==> src/rtl/rob_pkg.sv <==
// Reorder-buffer commit queue shared definitions.
// Slot state encoding and default widths.
package rob_pkg;

  localparam int TAG_W_DEF  = 3;
  localparam int REG_W_DEF  = 5;
  localparam int DATA_W_DEF = 32;

  typedef enum logic [1:0] {
    FREE = 2'd0,
    BUSY = 2'd1,
    DONE = 2'd2
  } slot_state_e;

endpackage

==> src/rtl/rob_slot.sv <==
// One reorder-buffer slot: state, destination and result.
// Ports: flush_i, alloc_i/dest_i, cdb_i/cdb_value_i, free_i in; state_o, dest_o, value_o out.
module rob_slot
  import rob_pkg::*;
#(
  parameter int REG_W  = REG_W_DEF,
  parameter int DATA_W = DATA_W_DEF
) (
  input  logic              clk,
  input  logic              rst_n,
  input  logic              flush_i,
  input  logic              alloc_i,
  input  logic [REG_W-1:0]  dest_i,
  input  logic              cdb_i,
  input  logic [DATA_W-1:0] cdb_value_i,
  input  logic              free_i,
  output slot_state_e       state_o,
  output logic [REG_W-1:0]  dest_o,
  output logic [DATA_W-1:0] value_o
);

  slot_state_e       state_q, state_d;
  logic [REG_W-1:0]  dest_q, dest_d;
  logic [DATA_W-1:0] value_q, value_d;

  // A slot being allocated was FREE, so a same-cycle CDB hit is dropped.
  always_comb begin
    state_d = state_q;
    dest_d  = dest_q;
    value_d = value_q;
    if (flush_i) begin
      state_d = FREE;
    end else if (alloc_i) begin
      state_d = BUSY;
      dest_d  = dest_i;
    end else if (cdb_i && state_q == BUSY) begin
      state_d = DONE;
      value_d = cdb_value_i;
    end else if (free_i) begin
      state_d = FREE;
    end
  end

  always_ff @(posedge clk) begin
    if (!rst_n) begin
      state_q <= FREE;
      dest_q  <= '0;
      value_q <= '0;
    end else begin
      state_q <= state_d;
      dest_q  <= dest_d;
      value_q <= value_d;
    end
  end

  assign state_o = state_q;
  assign dest_o  = dest_q;
  assign value_o = value_q;

endmodule

==> src/rtl/rob_commit_queue.sv <==
// In-order commit queue: allocate at tail, complete via CDB, retire at head.
// Ports: alloc_*, cdb_*, flush in; rf_* write, commit_tag, empty, count out.
module rob_commit_queue
  import rob_pkg::*;
#(
  parameter int DEPTH  = 8,
  parameter int TAG_W  = TAG_W_DEF,
  parameter int REG_W  = REG_W_DEF,
  parameter int DATA_W = DATA_W_DEF
) (
  input  logic              clk,
  input  logic              rst_n,
  input  logic              alloc_valid,
  input  logic [REG_W-1:0]  alloc_dest,
  output logic              alloc_ready,
  output logic [TAG_W-1:0]  alloc_tag,
  input  logic              cdb_valid,
  input  logic [TAG_W-1:0]  cdb_tag,
  input  logic [DATA_W-1:0] cdb_value,
  input  logic              flush,
  output logic              rf_wen,
  output logic [REG_W-1:0]  rf_waddr,
  output logic [DATA_W-1:0] rf_wdata,
  output logic [TAG_W-1:0]  commit_tag,
  output logic              empty,
  output logic [TAG_W:0]    count
);

  localparam logic [TAG_W:0] FULL = (TAG_W+1)'(DEPTH);

  logic [TAG_W-1:0]  head_q, head_d;
  logic [TAG_W-1:0]  tail_q, tail_d;
  logic [TAG_W:0]    count_q, count_d;
  logic              wen_q;
  logic [REG_W-1:0]  waddr_q;
  logic [DATA_W-1:0] wdata_q;
  logic [TAG_W-1:0]  ctag_q;

  slot_state_e       st [DEPTH];
  logic [REG_W-1:0]  dst [DEPTH];
  logic [DATA_W-1:0] val [DEPTH];

  logic do_alloc;
  logic do_commit;

  // Ready looks only at registered occupancy: a full queue stays
  // closed even in the cycle its head retires.
  assign alloc_ready = (count_q < FULL) && !flush;
  assign alloc_tag   = tail_q;
  assign do_alloc    = alloc_valid && alloc_ready;
  assign do_commit   = !flush && (st[head_q] == DONE);

  for (genvar g = 0; g < DEPTH; g++) begin : g_slot
    rob_slot #(
      .REG_W  (REG_W),
      .DATA_W (DATA_W)
    ) u_slot (
      .clk         (clk),
      .rst_n       (rst_n),
      .flush_i     (flush),
      .alloc_i     (do_alloc && tail_q == TAG_W'(g)),
      .dest_i      (alloc_dest),
      .cdb_i       (cdb_valid && cdb_tag == TAG_W'(g)),
      .cdb_value_i (cdb_value),
      .free_i      (do_commit && head_q == TAG_W'(g)),
      .state_o     (st[g]),
      .dest_o      (dst[g]),
      .value_o     (val[g])
    );
  end

  always_comb begin
    head_d  = head_q;
    tail_d  = tail_q;
    count_d = count_q;
    if (flush) begin
      head_d  = '0;
      tail_d  = '0;
      count_d = '0;
    end else begin
      if (do_alloc)  tail_d = tail_q + 1'b1;
      if (do_commit) head_d = head_q + 1'b1;
      unique case ({do_alloc, do_commit})
        2'b10:   count_d = count_q + 1'b1;
        2'b01:   count_d = count_q - 1'b1;
        default: count_d = count_q;
      endcase
    end
  end

  always_ff @(posedge clk) begin
    if (!rst_n) begin
      head_q  <= '0;
      tail_q  <= '0;
      count_q <= '0;
      wen_q   <= 1'b0;
      waddr_q <= '0;
      wdata_q <= '0;
      ctag_q  <= '0;
    end else begin
      head_q  <= head_d;
      tail_q  <= tail_d;
      count_q <= count_d;
      wen_q   <= do_commit;
      if (do_commit) begin
        waddr_q <= dst[head_q];
        wdata_q <= val[head_q];
        ctag_q  <= head_q;
      end
    end
  end

  assign rf_wen     = wen_q;
  assign rf_waddr   = waddr_q;
  assign rf_wdata   = wdata_q;
  assign commit_tag = ctag_q;
  assign count      = count_q;
  assign empty      = (count_q == '0);

endmodule

==> config.mk <==
export PLATFORM = sky130hd
export DESIGN_NAME = rob_commit_queue
export DESIGN_NICKNAME = d
export VERILOG_FILES = /design/src/rtl/rob_pkg.sv /design/src/rtl/rob_slot.sv /design/src/rtl/rob_commit_queue.sv
export SDC_FILE = /design/constraint.sdc
export NUM_CORES = 1
export LEC_CHECK = 0
export BUFFER_PORTS_ARGS = -buffer_cell sky130_fd_sc_hd__buf_2
export CELL_PAD_IN_SITES_DETAIL_PLACEMENT = 1
export CELL_PAD_IN_SITES_GLOBAL_PLACEMENT = 1
export CORE_MARGIN = 4
export CORE_UTILIZATION = 40
export CTS_CLUSTER_DIAMETER = 80
export CTS_CLUSTER_SIZE = 40
export DETAILED_ROUTE_END_ITERATION = 10
export PLACE_DENSITY = 0.71
export SYNTH_ARGS = -nofsm -noshare
export SYNTH_HDL_FRONTEND = slang
export SYNTH_SLANG_ARGS = --single-unit
==> constraint.sdc <==
create_clock -name clk -period 8.35 [get_ports clk]
set_input_delay 1.67 -clock clk [delete_from_list [all_inputs] [get_ports clk]]
set_output_delay 1.67 -clock clk [all_outputs]
set_load 0.01 [all_outputs]
==> results.toml <==
[timing]
max_freq_mhz = 231.9
clock_skew_ps = 39.58
period_share_pct = 51.63
hold_viol = 0
setup_slack_ps = 4039
period_minus_slack_ps = 4311
hold_slack_ps = 460.6
relSlewSlack_pct = 20.63
setup_viol = 0
rsz0062_at_grt = "no"
finalSetupTns_ps = 0
slew_violations = 0
tightestPinTransition_ps = 1191

[floorplanning]
fp.dieW_um = 208.5
rows = 73
ios = 95
start_util_pct = 40.48
die_area_sq_mm = 0.04348
core_sq_mm = 0.03973
die_h_um = 208.5

[detailed_routing]
wl_mm = 47.97
ant_nets = 0
num_vias = 13140
wl_per_cell_um = 20.92
first_pass_iters = 5
drcViolationCount = 0
dr.first_iter.drc_count = 867
vias_per_cell = 5.729

[synthesis]
synth_edf_count = 0
synth_warnings = 0
syn-cell-area_sq_mm = 0.01608
avgSynthCellArea_sq_um = 8.950
synth_area_leaders = "dfxtp_1, mux2i_1, a21oi_1"
syn_nets = 1857
synth-seq-cells = 363
yosys.cell_types.count = 52
synth_seq_area_share_pct = 45.18
async_flop_share_pct = 0
netlist.area_leader.share_pct = 45.18
yosys.area.top_type = "dfxtp_1"
ys.flop_type = "dfxtp_1"
synth_cells = 1797

[clocking]
clkTransAtPathRegs_ps = 110
post_cts_buffers = 0
clk_latency_ps = 570
cts_tree = "done"
cts_hold_buf = 0
numClockSinks = 363
cts_buffer_depth = 3
cts_max_level = 1
cts_buffers = 20
clockRootBuffer = "clkbuf_16"
cts_resized = 0

[setup_path]
start_kind = "input pin"
worst_r2r_path_depth = 10
crit_chain = "buf_4 -> clkinv_2 -> buf_4 -> nand2_1 -> o22a_2 -> inv_2 -> ha_1 -> xor2_1 -> ha_1 -> a21oi_1 -> xor2_1 -> or3_1 -> a21oi_1"
cp-end-kind = "flip-flop"
crit_path_max_fanout = 102
crit_family = "buffers and inverters"
worst-path-buf-inv = 4
timing.rr.end = "count[2]$_SDFFE_PP0P_"
rrSetupSlack_ps = 5430
r2r-start = "head_q[2]$_SDFFE_PP0P_"
arrival_ps = 4790
max_stage_delay_ps = 830
criticalPathCategory = "input pin to flip-flop"
crit_required_ps = 8830
critPathSlowestCell = "buf_4"

[finish]
drive_gt1_share_pct = 12.39
area_growth_pct = 8.605
fin_nets = 1814
n_fill_cell = 4561
fin_util_pct = 43.96
multi_input_area_sq_mm = 0.008064
antenna_cells = 0
ff_latch_area_sq_mm = 0.007273

[min_path]
holdPathEnd = "g_slot[0].u_slot.value_o[15]$_SDFFE_PN0P_"
holdPathStages = 2
hp-class = "flip-flop to flip-flop"
hp-start = "g_slot[0].u_slot.value_o[15]$_SDFFE_PN0P_"

[run_status]
status = "complete, no violations"

[pwr]
p_int_uw = 2275
leakage_uw = 0.005817
power.total_uw = 3063
power_frac_comb_pct = 3.8
switchingPower_uw = 788.5
irDropWorstVdd_uv = 127.9
switching_share_pct = 25.74
clockPowerShare_pct = 39.6
p_seq_share_pct = 56.6
pwr_density_cell_mw_per_mm2 = 175.4

[place]
place_ws_ps = 3483
place.gp.congestion = 0.7767
place_hpwl_mm = 27.96
numPortBuffers = 94

[global_routing]
grt_start_max_net_pins = 187
grt_pass1_wl_mm = 76.58
gr-total-overflow = 0
grt_pass1_vias = 13470
grt.total_usage_pct = 21.35
antenna_found_initial = 2

[job]
maxCapViolCount = 0
-- power by group through the flow --
| stage | sequential, uW | clock [uW] | combinational [uW] |
|---|---|---|---|
| after global placement | 1770 | 0 | 112 |
| final | 1740 | 1210 | 115 |
| after global routing | 1740 | 1310 | 124 |
| after detailed placement | 1770 | 0 | 114 |
| after floorplan | 1770 | 0 | 75.6 |
| after CTS | 1740 | 1250 | 115 |
-- worst min-delay path, cell delays in order, from the launching register on --
cell and delay (ps):
dfxtp_1 320, nand2_1 50, a21oi_1 50
-- cell usage after synthesis (all sizes together), types with 3 or more instances --
library cell and instances:
nor4bb 3, or2 3, nor2 104, o211a 3, nand2 285, dfxtp 363, inv 11, nand3 108
mux4 39, and3b 3, o211ai 43, mux2i 206, clkbuf 148, nand2b 11, nand3b 6, nor2b 4
ha 15, o22ai 8, nor4 3, a22oi 37, nand4b 3, a21oi 214, o21ai 101, buf 38
nor3b 7, xor2 3
-- flip-flops by register name, indices dropped and copies added, names as in the netlist --
name                   count
alloc_tag                  3
g_slot.u_slot.value_o    256
count                      4
head_q                     3
g_slot.u_slot.state_o     16
commit_tag                 3
rf_wen                     1
rf_wdata                  32
g_slot.u_slot.dest_o      40
rf_waddr                   5
-- logic make-up after synthesis --
logic type                 count (synthesis)  share of synthesized area, %
adders and majority gates                 15                         1.167
and+or+nand+nor                          550                         15.05
DFF                                      363                         45.18
AOI/OAI and AO/OA                        423                         15.04
xor gates and xnor gates                   4                        0.2179
buffers and inverters                    197                         5.057
muxes                                    245                         18.28
-- stage by stage --
step,instance area [sq um],instances
2_1_floorplan,16080,1797
3_3_place_gp,16730,2257
5_1_grt,17470,2293
3_5_place_dp,16730,2257
6_report,17470,2293
4_1_cts,17470,2293
-- how the worst max path moves through the flow --
stage	start	endpoint	slack (ps)	depth (start not counted)
CTS	flush	count[2]$_SDFFE_PP0P_	4080	13
global placement	flush	count[2]$_SDFFE_PP0P_	3520	13
finish	flush	count[2]$_SDFFE_PP0P_	4040	13
global route	flush	count[2]$_SDFFE_PP0P_	3780	13
detailed placement	flush	count[2]$_SDFFE_PP0P_	3480	13
floorplan	flush	alloc_ready	4040	4
-- metal layers --
| layer | vias to the layer above | track usage, % | wire length, um |
|---|---|---|---|
| met4 | 2 | 4.213 | 715 |
| met1 | 6629 | 29.90 | 22340 |
| li1 | 6204 | - | - |
| met3 | 50 | 2.428 | 1878 |
| met2 | 252 | 35.98 | 23020 |
| met5 | - | 0 | 13 |
-- final cells by class --
cell class	count	area share (%)
Tap cell	525	3.761
Timing Repair Buffer	121	3.954
Multi-Input combinational cell	1237	46.17
Clock buffer	23	3.109
Sequential cell	363	41.64
Inverter	11	0.2865
Clock inverter	13	1.082
-- layout by cell type (no fill, tap or decap), drive strengths merged, types with 4 or more instances in the layout --
cell | Yosys | routed
mux2i | 206 | 206
buf | 38 | 121
clkbuf | 148 | 23
a22oi | 37 | 37
nand2 | 285 | 285
nand3 | 108 | 108
nand2b | 11 | 11
nand3b | 6 | 6
o211ai | 43 | 43
clkinv | 0 | 6
nor2b | 4 | 4
dfxtp | 363 | 363
nor2 | 104 | 104
o21ai | 101 | 101
ha | 15 | 15
mux4 | 39 | 39
o22ai | 8 | 8
inv | 11 | 17
a21oi | 214 | 214
nor3b | 7 | 7
Power figures use the tool's default switching activity.
